File: src/rtl/ptw_pkg.sv
// Sv39 page-table walker shared definitions: geometry, walk states, PTE
// layout and the L1D command codes the wire path issues for each request state.
package ptw_pkg;

    localparam int unsigned PTE_ADDR_W = 50;
    localparam int unsigned PPN_W      = 38;
    localparam int unsigned VPN_W      = 27;
    localparam int unsigned LEVELS     = 3;
    localparam int unsigned IDX_W      = 9;
    localparam int unsigned CNT_W      = 2;
    localparam int unsigned PERM_W     = 8;
    localparam int unsigned STATE_W    = 3;
    localparam int unsigned SUPER1G_W  = 18;   // ppn bits that must be zero for a 1 GiB leaf
    localparam int unsigned SUPER2M_W  = 9;    // ppn bits that must be zero for a 2 MiB leaf
    localparam int unsigned MEM_CMD_W  = 5;

    // L1D commands: S_REQ issues a load, S_SET_DIRTY issues an AMO-OR.
    localparam logic [MEM_CMD_W-1:0] M_XRD   = 5'b00000;
    localparam logic [MEM_CMD_W-1:0] M_XA_OR = 5'b01010;

    // Encoding is fixed: the wire path decodes S_REQ and S_SET_DIRTY directly.
    typedef enum logic [STATE_W-1:0] {
        S_READY       = 3'd0,
        S_REQ         = 3'd1,
        S_WAIT1       = 3'd2,
        S_WAIT2       = 3'd3,
        S_SET_DIRTY   = 3'd4,
        S_WAIT1_DIRTY = 3'd5,
        S_WAIT2_DIRTY = 3'd6,
        S_DONE        = 3'd7
    } ptw_state_e;

    // Decoded PTE; the low byte is the perm field {d, a, g, u, x, w, r, v}.
    typedef struct packed {
        logic [PPN_W-1:0] ppn;
        logic             d;
        logic             a;
        logic             g;
        logic             u;
        logic             x;
        logic             w;
        logic             r;
        logic             v;
    } pte_t;

    // VPN slice indexing the table at walk depth count (0 = root).
    function automatic logic [IDX_W-1:0] vpn_idx(input logic [VPN_W-1:0] vpn,
                                                 input logic [CNT_W-1:0] count);
        case (count)
            2'd0:    return vpn[26:18];
            2'd1:    return vpn[17:9];
            default: return vpn[8:0];
        endcase
    endfunction

endpackage

File: src/rtl/ptw_pte_check.sv
// Combinational PTE classifier for one walk step.
// Inputs : low ppn bits, v/r/w/x/a/d, walk depth, store flag.
// Outputs: is_next_o (descend a level), fault_o (page fault),
//          need_ad_o (valid leaf whose A/D bits must be set first).
module ptw_pte_check
    import ptw_pkg::*;
(
    input  logic [SUPER1G_W-1:0] ppn_lo_i,
    input  logic                 v_i,
    input  logic                 r_i,
    input  logic                 w_i,
    input  logic                 x_i,
    input  logic                 a_i,
    input  logic                 d_i,
    input  logic [CNT_W-1:0]     count_i,
    input  logic                 store_i,
    output logic                 is_next_o,
    output logic                 fault_o,
    output logic                 need_ad_o
);

    logic leaf;
    logic misaligned;

    assign leaf      = r_i | w_i | x_i;
    assign is_next_o = v_i & ~leaf & (count_i < CNT_W'(LEVELS - 1));

    // Superpage leaves must point at a naturally aligned region.
    assign misaligned = ((count_i == CNT_W'(0)) && (ppn_lo_i != '0)) ||
                        ((count_i == CNT_W'(1)) && (ppn_lo_i[SUPER2M_W-1:0] != '0));

    // A non-leaf reaching here is at the last level, which is itself a fault.
    assign fault_o   = ~is_next_o & (~v_i | (w_i & ~r_i) | ~leaf | misaligned);
    assign need_ad_o = ~is_next_o & ~fault_o & (~a_i | (store_i & ~d_i));

endmodule

File: src/rtl/ptw_walk_ctrl.sv
// Sv39 page-table walk controller. Takes one TLB refill request, walks up to
// three levels through mem_wire_path / L1D, sets A/D with an AMO-OR when
// needed, and returns the leaf PTE or a page fault as a one-cycle pulse.
// Ports: io_req_*  TLB request handshake; io_resp_* result pulse;
//        io_dpath_ptbr_ppn root table; io_mem_* L1D handshake;
//        pte_* decoded PTE from the wire path; state/pte_addr/r_req_store/
//        s1_kill drive the wire path.
module ptw_walk_ctrl
    import ptw_pkg::*;
(
    input  logic                  clk,
    input  logic                  reset,
    input  logic                  io_req_valid,
    output logic                  io_req_ready,
    input  logic [VPN_W-1:0]      io_req_bits_addr,
    input  logic                  io_req_bits_store,
    output logic                  io_resp_valid,
    output logic                  io_resp_bits_error,
    output logic [CNT_W-1:0]      io_resp_bits_level,
    output logic [PPN_W-1:0]      io_resp_bits_pte_ppn,
    output logic [PERM_W-1:0]     io_resp_bits_pte_perm,
    input  logic [PPN_W-1:0]      io_dpath_ptbr_ppn,
    input  logic                  io_mem_req_ready,
    input  logic                  io_mem_resp_valid,
    input  logic                  io_mem_s2_nack,
    input  logic [PPN_W-1:0]      pte_ppn,
    input  logic                  pte_d,
    input  logic                  pte_a,
    input  logic                  pte_u,
    input  logic                  pte_x,
    input  logic                  pte_w,
    input  logic                  pte_r,
    input  logic                  pte_v,
    input  logic                  pte_g,
    output logic [STATE_W-1:0]    state,
    output logic [PTE_ADDR_W-1:0] pte_addr,
    output logic                  r_req_store,
    output logic                  s1_kill
);

    ptw_state_e       state_q, state_d;
    logic [CNT_W-1:0] count_q, count_d;
    logic [PPN_W-1:0] r_ppn_q, r_ppn_d;
    logic [VPN_W-1:0] vpn_q, vpn_d;
    logic             store_q, store_d;
    logic             err_q, err_d;
    pte_t             lat_q, lat_d;

    pte_t pte_in;
    logic is_next;
    logic fault;
    logic need_ad;

    assign pte_in = {pte_ppn, pte_d, pte_a, pte_g, pte_u, pte_x, pte_w, pte_r, pte_v};

    ptw_pte_check u_pte_check (
        .ppn_lo_i  (pte_ppn[SUPER1G_W-1:0]),
        .v_i       (pte_v),
        .r_i       (pte_r),
        .w_i       (pte_w),
        .x_i       (pte_x),
        .a_i       (pte_a),
        .d_i       (pte_d),
        .count_i   (count_q),
        .store_i   (store_q),
        .is_next_o (is_next),
        .fault_o   (fault),
        .need_ad_o (need_ad)
    );

    // Walk state and captured request/PTE registers.
    always_ff @(posedge clk) begin
        if (reset) begin
            state_q <= S_READY;
            count_q <= '0;
            r_ppn_q <= '0;
            vpn_q   <= '0;
            store_q <= 1'b0;
            err_q   <= 1'b0;
            lat_q   <= '0;
        end else begin
            state_q <= state_d;
            count_q <= count_d;
            r_ppn_q <= r_ppn_d;
            vpn_q   <= vpn_d;
            store_q <= store_d;
            err_q   <= err_d;
            lat_q   <= lat_d;
        end
    end

    // Next-state logic.
    always_comb begin
        state_d = state_q;
        count_d = count_q;
        r_ppn_d = r_ppn_q;
        vpn_d   = vpn_q;
        store_d = store_q;
        err_d   = err_q;
        lat_d   = lat_q;

        case (state_q)
            S_READY: begin
                if (io_req_valid) begin
                    vpn_d   = io_req_bits_addr;
                    store_d = io_req_bits_store;
                    r_ppn_d = io_dpath_ptbr_ppn;
                    count_d = '0;
                    err_d   = 1'b0;
                    state_d = S_REQ;
                end
            end
            S_REQ: begin
                if (io_mem_req_ready) state_d = S_WAIT1;
            end
            S_WAIT1: state_d = S_WAIT2;
            S_WAIT2: begin
                // nack takes priority over a coincident resp: retry unchanged
                if (io_mem_s2_nack) begin
                    state_d = S_REQ;
                end else if (io_mem_resp_valid) begin
                    lat_d = pte_in;
                    err_d = fault;
                    if (is_next) begin
                        r_ppn_d = pte_ppn;
                        count_d = count_q + CNT_W'(1);
                        state_d = S_REQ;
                    end else if (need_ad) begin
                        state_d = S_SET_DIRTY;
                    end else begin
                        state_d = S_DONE;
                    end
                end
            end
            S_SET_DIRTY: begin
                if (io_mem_req_ready) state_d = S_WAIT1_DIRTY;
            end
            S_WAIT1_DIRTY: state_d = S_WAIT2_DIRTY;
            S_WAIT2_DIRTY: begin
                // after the AMO completes, re-read the same PTE to pick up A/D
                if (io_mem_s2_nack)         state_d = S_SET_DIRTY;
                else if (io_mem_resp_valid) state_d = S_REQ;
            end
            S_DONE:  state_d = S_READY;
            default: state_d = S_READY;
        endcase
    end

    assign io_req_ready          = (state_q == S_READY);
    assign io_resp_valid         = (state_q == S_DONE);
    assign io_resp_bits_error    = err_q;
    assign io_resp_bits_level    = count_q;
    assign io_resp_bits_pte_ppn  = lat_q.ppn;
    assign io_resp_bits_pte_perm = lat_q[PERM_W-1:0];

    assign state       = state_q;
    assign pte_addr    = {r_ppn_q, vpn_idx(vpn_q, count_q), 3'b000};
    assign r_req_store = store_q;
    assign s1_kill     = 1'b0;

endmodule

File: config.mk
export PLATFORM = sky130hd
export DESIGN_NAME = ptw_walk_ctrl
export DESIGN_NICKNAME = d
export VERILOG_FILES = /design/src/rtl/ptw_pkg.sv /design/src/rtl/ptw_pte_check.sv /design/src/rtl/ptw_walk_ctrl.sv
export SDC_FILE = /design/constraint.sdc
export NUM_CORES = 1
export LEC_CHECK = 0
export BUFFER_PORTS_ARGS = -buffer_cell sky130_fd_sc_hd__buf_4
export CELL_PAD_IN_SITES_DETAIL_PLACEMENT = 0
export CELL_PAD_IN_SITES_GLOBAL_PLACEMENT = 2
export CORE_MARGIN = 1.5
export CORE_UTILIZATION = 24
export CTS_CLUSTER_SIZE = 16
export DETAILED_ROUTE_END_ITERATION = 8
export HOLD_SLACK_MARGIN = 0.12
export PLACE_DENSITY_LB_ADDON = 0.08
export SYNTH_ARGS = -nofsm -noshare
export SYNTH_HDL_FRONTEND = slang
export SYNTH_HIERARCHICAL = 1
export SYNTH_SLANG_ARGS = --single-unit
File: constraint.sdc
create_clock -name clk -period 1.9 [get_ports clk]
set_clock_uncertainty 0.2 [all_clocks]
set_input_delay 0.095 -clock clk [delete_from_list [all_inputs] [get_ports clk]]
set_output_delay 0.095 -clock clk [all_outputs]
set_load 0.03 [all_outputs]
### Word level (Yosys, flattened, before mapping)

Cells that the tools add are included.

| word-level totals | value |
|---|---|
| register bits | 118 |
| latch bits | 0 |
| RAM bits | 0 |
| bits in read-only memories | 0 |
| output and inout port bits | 106 |
| memories kept | 0 |

| cells by class | value |
|---|---|
| add/subtract/negate cells | 1 |
| $mul | 0 |
| div/mod/pow operators | 0 |
| order comparisons | 1 |
| equality and inequality tests | 16 |
| shift operators | 0 |
| muxes and demuxes | 25 |
| bitwise logic cells | 21 |
| reductions and logical operators | 13 |

Operators by type and width:

| cell | count |
|---|---|
| 38-bit two-way mux | 4 |
| 38-bit one-hot mux with 2 select lines | 1 |
| 3-bit two-way mux | 8 |
| 3-bit one-hot mux with 8 select lines | 1 |
| 9-bit one-hot mux with 2 select lines | 1 |
| 18-bit nonzero test | 1 |
| 3-bit == test (second input constant) | 4 |
| 2-bit two-way mux | 5 |
| 2-bit inequality test (second input constant) | 5 |
| 5-bit AND reduction | 2 |
| 9-bit nonzero test | 1 |
| 1-bit inverter | 8 |
| 1-bit bitwise AND | 7 |
| 3-bit by 2-bit == test with 1-bit output (second input constant) | 2 |
| 3-bit inequality test (second input constant) | 2 |
| 1-bit bitwise OR | 6 |
| 2-bit one-hot mux with 2 select lines | 1 |
| 4-bit AND reduction | 1 |
| 3-bit by 1-bit == test with 1-bit output (second input constant) | 1 |
| 3-bit zero test | 1 |
| 1-bit two-way mux | 3 |
| 3-bit AND reduction | 1 |
| 2-bit by 1-bit adder with 2-bit output (second input constant) | 1 |
| 2-bit by 1-bit == test with 1-bit output (second input constant) | 1 |
| other kinds (8) | 9 |

### Longest topological paths before layout

Gate-level depths: netlist (run 1).

| logic depth | value |
|---|---|
| word-level depth | 15 |
| depth in mapped cells | 9 |
| depth with buffers taken out | 8 |

### Modules after synthesis

Netlist (run 1), hierarchy kept.

Modules (own cells, without submodules):

| module | times used | cells each | area each (sq um) | seq. area each (sq um) |
|---|---|---|---|---|
| ptw_walk_ctrl | 1 | 582 | 5018.6 | 2362.3 |
| ptw_pte_check | 1 | 18 | 98.8 | 0.0 |

### Worst setup path before layout (run 1)

OpenSTA, ideal clock, no wires.

| timing | value |
|---|---|
| path kind | register to register |
| start | reg state_q[0] (netlist: state[0]) |
| end | reg vpn_q[10] |
| setup time | 0.070 ns |
| arrival | 2.076 ns |
| data required time | 1.630 ns |
| path slack | -0.446 ns |
| cell stages (with the launch flop) | 8 |
| clock period less this slack | 2.346 ns |
| cells stage by stage | dfxtp_1 buf_2 nor3_1 and2_1 buf_2 buf_2 nand2_1 a21oi_1 |

| between the ends | value |
|---|---|
| cells in the longest elaborated chain, start to end | 2 |

Ends and longest elaborated chain:

| element | line | RTL |
|---|---|---|
| from (decl) | ptw_walk_ctrl.sv:41 | `ptw_state_e state_q, state_d;` |
| from (signal assigned) | ptw_walk_ctrl.sv:82 | `state_q <= state_d;` |
| 3-bit zero test | -- |  |
| via io_req_ready | ptw_walk_ctrl.sv:14 | `output logic io_req_ready,` |
| 2-bit AND reduction (no source line) | -- |  |
| to (signal assigned) | ptw_walk_ctrl.sv:85 | `vpn_q <= vpn_d;` |
| to (decl) | ptw_walk_ctrl.sv:44 | `logic [VPN_W-1:0] vpn_q, vpn_d;` |

The timed path passes the listed nets, and every way through them passes these cells.
A chain may end at the register's enable or synchronous reset.

### Worst setup path in the final report (run 1)

| timing | value |
|---|---|
| start | reg count_q[0] (netlist: io_resp_bits_level[0]) |
| end | out pte_addr[5] |

| between the ends | value |
|---|---|
| cells in the longest elaborated chain, start to end | 2 |

Ends and longest elaborated chain:

| element | line | RTL |
|---|---|---|
| from (decl) | ptw_walk_ctrl.sv:42 | `logic [CNT_W-1:0] count_q, count_d;` |
| from (signal assigned) | ptw_walk_ctrl.sv:83 | `count_q <= count_d;` |
| 2-bit by 1-bit == test with 1-bit output or 2-bit zero test (tied branches) | ptw_pkg.sv:49 | `case (count)` |
| 9-bit one-hot mux with 2 select lines (*) | ptw_pkg.sv:49 |  |
| to (decl) | ptw_walk_ctrl.sv:36 | `output logic [PTE_ADDR_W-1:0] pte_addr,` |

Mark *: on every way between the ends. The rest lies on a longest branch, timed or not.

==> run_results.csv, run 1 <==
group,metric,value,unit
sta,worst_hold_slack,0.2534,ns
place,place.gp.congestion,0.7723,
run,drv_cap,0,
synth,avgSynthCellArea,8.529,sq um
sta,hold_viol_final,0,
cells_and_area,nets,1087,
synth,synth_area,5117,sq um
worst_setup_path,cp.arrival,1.67,ns
global_route,grt_usage,16.88,%
routing,first_pass_iters,4,
clocking,path_clk_slew,0.05,ns
routing,drt-initial-drc-count,194,
clocking,clkSinkCount,118,
status,status,"complete, but fails checks",
worst_hold_path,hp-class,"flip-flop to flip-flop",
clocking,cts_tree,"built",
place,numPortBuffers,219,
cells_and_area,num_antenna_cells,0,
cells_and_area,drive_gt1_share,44.07,%
worst_setup_path,critPathCaptureType,"output pin",
clocking,clk_latency,0.41,ns
sta,drv_slew,0,
sta,finalSetupTns,-0.3365,ns
synth,synth_warnings,6,
cells_and_area,area_growth,92.54,%
worst_setup_path,setup.worst_path.class,"flip-flop to output pin",
power_and_ir_drop,power,0.01121,W
cells_and_area,mostFrequentLayoutCell,"buf_4",
synth,synth_cells,600,
global_route,grt-ovfl-total,0,
sta,fin_crit_sh,103.5,%
global_route,grt_pass1_wl,28970,microns
floorplan,die_w,149.0,microns
clocking,htreeDepth,4,
synth,synth.yosys.seq_area_share,46.16,%
status,violations,"setup timing",
cells_and_area,final_cell_mix,"buf_4, nand2_1, dlygate4sd3_1, dfxtp_1, a21oi_1",
cells_and_area,final_core_util,47.02,%
power_and_ir_drop,powerDensity,1138,nW/um^2
power_and_ir_drop,p_leak,4.319,nW
sta,rsz0062_at_grt,"true",
floorplan,die_height,149.0,microns
global_route,grt_max_degree,45,
global_route,antenna_found_initial,0,
clocking,numCtsBuffers,17,
worst_setup_path,crit_fanout,6,
sta,fin_ws,-0.06558,ns
synth,yosysUniqueCellTypes,41,
sta,setup_viol,16,
power_and_ir_drop,irDropWorstVdd,0.0005903,V
sta,max_freq,0.5088,GHz
place,place_inst,1073,
synth,yosys_register_bits,118,
clocking,clk_path_buf_depth,2,
floorplan,initial_core_util,24.42,%
sta,period_minus_slack,1.966,ns
global_route,grt_pass1_vias,5582,
floorplan,row_count,53,
floorplan,boundaryPins,224,
floorplan,core,20960,sq um
cells_and_area,instances_no_fill,1253,
worst_setup_path,start_kind,"flip-flop",
clocking,clockRootBuffer,"clkbuf_16",
routing,drc_errors,0,
routing,postRouteAntennaNets,0,
floorplan,dieArea,22210,sq um
place,place_hpwl,12460,microns
routing,routed_wl,20110,microns
routing,vias,5513,
routing,avgViaCountPerCell,4.400,
routing,avgRoutedWirePerCell,16.05,microns
worst_setup_path,required,1.60,ns
==> cells by family after synthesis <==
group / share of synthesized area [%]
AOI/OAI and AO/OA: 20.76
xor gates and xnor gates: 0.1712
adders and majority gates: 0.4889
buffers and inverters: 5.966
DFF: 46.16
muxes: 7.848
other: 0.07328
and+or+nand+nor: 18.53
==> Yosys cell counts <==
master    instances  area [sq um]
o21bai_1          1         7.510
inv_1             8         30.03
nor2_1           45         168.9
nor2b_1           2         12.51
or2_2             2         12.51
buf_6             5         56.30
o31a_1            1         8.760
nand2b_1          1         6.260
a21o_1            1         7.510
mux2_2            1         11.26
nor3_1            6         30.03
nand2_1         169         634.4
o311a_1           1         10.01
and2_1            1         6.260
ha_1              2         25.02
a21oi_1          77         385.4
buf_4             7         52.55
a31oi_1           2         12.51
o21ai_0           5         25.02
and3_1            2         12.51
a22oi_1           9         67.56
nor4_1            3         18.77
o31ai_1           3         22.52
or4b_2            1         10.01
mux2i_1          39         390.4
o21a_1            1         7.510
conb_1            1         3.750
or4b_1            1         10.01
nand3b_1          1         7.510
xnor2_1           1         8.760
clkbuf_1         19         71.32
a211oi_2         35         437.9
nor3b_1           1         7.510
o31ai_4           1         21.27
a211oi_1          4         30.03
nor2_2            1         6.260
buf_2            19         95.09
o211ai_1          1         7.510
nand3_1           1         5.000
dfxtp_1         118          2362
o21bai_2          1         11.26
==> power breakdown <==
group / leakage, nW / total (W) / switching [W] / internal (W)
sequential: 0.966 / 0.00327 / 0.000353 / 0.00292
clock: 0.282 / 0.00314 / 0.00115 / 0.00199
combinational: 3.07 / 0.00479 / 0.00257 / 0.00223
==> state kept, by name, indices dropped and copies added (netlist names) <==
| signal | flops |
|---|---|
| io_resp_bits_error | 1 |
| r_ppn_q | 38 |
| r_req_store | 1 |
| state | 3 |
| io_resp_bits_pte_ppn | 38 |
| vpn_q | 27 |
| io_resp_bits_level | 2 |
| io_resp_bits_pte_perm | 8 |
==> final cells by class <==
| cell class | count | area (sq um) |
|---|---|---|
| Clock inverter | 7 | 68.82 |
| Timing Repair Buffer | 395 | 3621 |
| Clock buffer | 23 | 509.2 |
| Tap cell | 275 | 344.1 |
| Inverter | 8 | 35.03 |
| Fill cell | 2048 | 11100 |
| Multi-Input combinational cell | 427 | 2899 |
| Sequential cell | 118 | 2376 |
==> worst paths after layout <==
path	slack, ns	start	end	cells past startpoint
worst min register to register	0.25	io_resp_bits_pte_ppn[35]$_SDFFE_PP0P_	io_resp_bits_pte_ppn[35]$_SDFFE_PP0P_	2
worst max register to register	-0.01	io_resp_bits_level[1]$_SDFFE_PP0P_	r_ppn_q[12]$_SDFFE_PP0P_	9
worst min-delay path	0.25	io_resp_bits_pte_ppn[35]$_SDFFE_PP0P_	io_resp_bits_pte_ppn[35]$_SDFFE_PP0P_	2
worst max-delay path	-0.07	io_resp_bits_level[0]$_SDFFE_PP0P_	pte_addr[5]	6
==> through the flow <==
stage | setup slack [ns] | instance area [sq um]
2_1_floorplan | -0.01246 | 5186
3_3_place_gp | -0.1158 | 7168
3_5_place_dp | -0.1647 | 7168
4_1_cts | -0.09459 | 9278
5_1_grt | -0.1254 | 9853
6_report | -0.06558 | 9853
==> metal layers <==
layer  global-route usage [%]  up-vias  routed length, microns
met5                        0        -                       0
li1                         -     2762                       -
met4                    6.040        0                     368
met1                    20.61     2564                    8914
met2                    28.68      162                    9813
met3                    4.220       25                    1014
==> worst max-delay path, cell delays in order, from the launching register on <==
cell	delay, ns
dfxtp_4	0.34
buf_6	0.13
ha_4	0.20
buf_8	0.15
a22oi_2	0.19
nand2_1	0.10
buf_6	0.15
==> repair_timing <==
item | in CTS | in global routing
gates cloned | 3 | 7
endpoints found under the hold margin | 118 | 0
endpoints found under the setup margin | 48 | 82
gates resized for setup | 57 | 87
hold buffers | 117 | 0
pin swaps | 19 | 48
setup buffers | 14 | 11
(Power assumes the default switching activity.)
==> run 2, diff against run 1 <==
--- a/config.mk
+++ b/config.mk
@@ -9,7 +9,7 @@
 export CELL_PAD_IN_SITES_DETAIL_PLACEMENT = 0
 export CELL_PAD_IN_SITES_GLOBAL_PLACEMENT = 2
 export CORE_MARGIN = 1.5
-export CORE_UTILIZATION = 24
+export CORE_UTILIZATION = 26
 export CTS_CLUSTER_SIZE = 16
 export DETAILED_ROUTE_END_ITERATION = 8
 export HOLD_SLACK_MARGIN = 0.12
==> constraint.sdc (replaced) <==
create_clock -name clk -period 2 [get_ports clk]
set_clock_uncertainty 0.2 [all_clocks]
set_input_delay 0.1 -clock clk [delete_from_list [all_inputs] [get_ports clk]]
set_output_delay 0.1 -clock clk [all_outputs]
set_load 0.005 [all_outputs]
==> run_results.csv, run 2 (synthesized netlist as in run 1, its figures left out) <==
group,metric,value,unit
status,status,"complete, no violations",
global_route,grt-ovfl-total,0,
floorplan,die_w,143.3,microns
global_route,antenna_found_initial,0,
sta,fin_crit_sh,96.71,%
place,place_hpwl,12490,microns
worst_setup_path,start_kind,"primary input",
clocking,clk_latency,0.41,ns
global_route,grt_use_met3,3.565,%
worst_setup_path,worstReg2RegStart,"state[1]$_SDFFE_PP0P_",
routing,drc_errors,0,
power_and_ir_drop,power.internal,0.006223,W
floorplan,row_count,51,
routing,postRouteAntennaNets,0,
worst_setup_path,cpPeakStageDelay,0.53,ns
floorplan,dieArea,20530,sq um
clocking,clk_path_buf_depth,2,
routing,avgViaCountPerCell,4.420,
sta,drv_slew,0,
power_and_ir_drop,irDropWorstVdd,0.0005585,V
sta,relSlewSlack,62.14,%
cells_and_area,nets,1072,
power_and_ir_drop,powerDensity,982.9,nW/um^2
sta,setup_viol,0,
worst_hold_path,holdPathEnd,"io_resp_bits_pte_ppn[5]$_SDFFE_PP0P_",
worst_setup_path,cp.arrival,2.06,ns
power_and_ir_drop,power_switching_share,31.16,%
floorplan,core,19400,sq um
power_and_ir_drop,p_leak,4.058,nW
power_and_ir_drop,combPwrFrac,35.7,%
worst_setup_path,reg2regPathDepth,7,
routing,first_pass_iters,4,
worst_setup_path,crit_family,"buffers and inverters",
global_route,busiest_layer,"met2",
worst_setup_path,critPathCaptureType,"flip-flop",
run,drv_cap,0,
cells_and_area,drive_gt1_share,37.18,%
worst_setup_path,setup.reg_to_reg.worst_slack,0.08,ns
global_route,grt_pass1_vias,5538,
routing,drt-initial-drc-count,143,
floorplan,boundaryPins,224,
clocking,clockRootBuffer,"clkbuf_16",
worst_setup_path,cp_common_cell,"buf_4",
power_and_ir_drop,power.share.sequential,33.1,%
power_and_ir_drop,switchingPower,0.002817,W
clocking,path_clk_slew,0.05,ns
place,place.gp.congestion,0.7703,
global_route,grt_pass1_wl,28150,microns
cells_and_area,fillers,1948,
worst_setup_path,crit_chain,"dlygate4sd3_1 -> buf_4 -> nand2b_1 -> o31ai_4 -> buf_4 -> buf_6 -> clkbuf_16 -> nor2_1 -> a211oi_2",
routing,vias,5428,
place,numPortBuffers,219,
worst_setup_path,reg2reg_to,"r_ppn_q[37]$_SDFFE_PP0P_",
cells_and_area,final_cell_mix,"buf_4, nand2_1, dlygate4sd3_1, dfxtp_1, a21oi_1",
cells_and_area,mostFrequentLayoutCell,"buf_4",
clocking,numCtsBuffers,17,
sta,hold_viol_final,0,
cells_and_area,area_growth,79.73,%
routing,avgRoutedWirePerCell,15.06,microns
power_and_ir_drop,power,0.009040,W
worst_hold_path,hp-class,"flip-flop to flip-flop",
worst_setup_path,setup.worst_path.class,"primary input to flip-flop",
clocking,cts_tree,"built",
sta,finalSetupTns,0,ns
sta,period_minus_slack,1.934,ns
sta,max_freq,0.5170,GHz
global_route,grt_usage,17.70,%
cells_and_area,num_antenna_cells,0,
global_route,grt_max_degree,39,
clocking,htreeDepth,4,
worst_setup_path,crit_buf_inv,5,
global_route,gr-usage-met2,30.64,%
floorplan,die_height,143.3,microns
clocking,clkSinkCount,118,
floorplan,initial_core_util,26.38,%
global_route,grtUsageMet1,21.57,%
worst_hold_path,holdPathStages,2,
worst_setup_path,critPathSlowestCell,"dlygate4sd3_1",
worst_setup_path,crit_fanout,7,
power_and_ir_drop,clkPwrFrac,31.2,%
worst_setup_path,required,2.13,ns
worst_hold_path,worstHoldStart,"io_resp_bits_pte_ppn[5]$_SDFFE_PP0P_",
routing,routed_wl,18500,microns
sta,tightestPinTransition,0.5680,ns
## run 2: cell type report
cell class | instances | area, sq um | share of cell area [%]
Clock buffer | 21 | 460.4 | 5.006
Clock inverter | 9 | 80.08 | 0.8706
Inverter | 8 | 32.53 | 0.3537
Multi-Input combinational cell | 427 | 2587 | 28.13
Sequential cell | 118 | 2367 | 25.74
Tap cell | 265 | 331.6 | 3.605
Timing Repair Buffer | 380 | 3338 | 36.29
## run 2: layer usage
layer,wire length (microns),part of all wire (%)
met4,393,2.1
met5,0,0
met2,8855,48
met3,823,4.4
met1,8426,46
## run 2: what timing repair did
item | in CTS | in global routing
gates cloned | 1 | 3
setup endpoints to repair | 35 | 43
hold buffers | 117 | 1
pin swaps | 2 | 12
gates resized for setup | 16 | 27
setup buffers | 6 | 10
endpoints found under the hold margin | 117 | 1
## run 2: power groups by stage
stage | registers (W) | logic [W] | clock network [W]
after detailed placement | 0.00303 | 0.00270 | 0
after global placement | 0.00303 | 0.00265 | 0
final | 0.00299 | 0.00323 | 0.00282
after global routing | 0.00304 | 0.00352 | 0.00302
after floorplan | 0.00303 | 0.00153 | 0
after CTS | 0.00299 | 0.00295 | 0.00290
## run 2: tightest hold or removal path, cell delays in order, from the launching register on
cell and delay, ns:
dfxtp_1 0.30, nand2_1 0.05, a21oi_1 0.05
## run 2: per-stage QoR
stage / area, sq um / utilization, % / hold WS (ns) / setup slack [ns] / instances
final: 9198 / 47.41 / 0.2524 / 0.06586 / 1228
after CTS: 8957 / 46.18 / 0.2520 / 0.002970 / 1216
after global routing: 9198 / 47.41 / 0.2714 / -0.02142 / 1228
after floorplan: 5134 / - / 0.03596 / 0.07567 / 603
after detailed placement: 7127 / 36.74 / 0.1561 / -0.07048 / 1062
after global placement: 7127 / 36.74 / 0.1498 / 0.007258 / 1062
## run 2: how the worst max path moves through the flow
| stage | end | cells after the start | slack [ns] | from |
|---|---|---|---|---|
| 2_1_floorplan | r_ppn_q[27]$_SDFFE_PP0P_ | 8 | 0.08 | io_resp_bits_level[1]$_SDFFE_PP0P_ |
| 3_3_place_gp | r_ppn_q[26]$_SDFFE_PP0P_ | 8 | 0.007 | io_resp_bits_level[1]$_SDFFE_PP0P_ |
| 3_5_place_dp | r_ppn_q[16]$_SDFFE_PP0P_ | 8 | -0.07 | io_resp_bits_level[1]$_SDFFE_PP0P_ |
| 4_1_cts | pte_addr[3] | 8 | 0.003 | io_resp_bits_level[0]$_SDFFE_PP0P_ |
| 5_1_grt | r_ppn_q[3]$_SDFFE_PP0P_ | 10 | -0.02 | io_resp_bits_level[1]$_SDFFE_PP0P_ |
| 6_report | r_ppn_q[37]$_SDFFE_PP0P_ | 9 | 0.07 | io_mem_s2_nack |
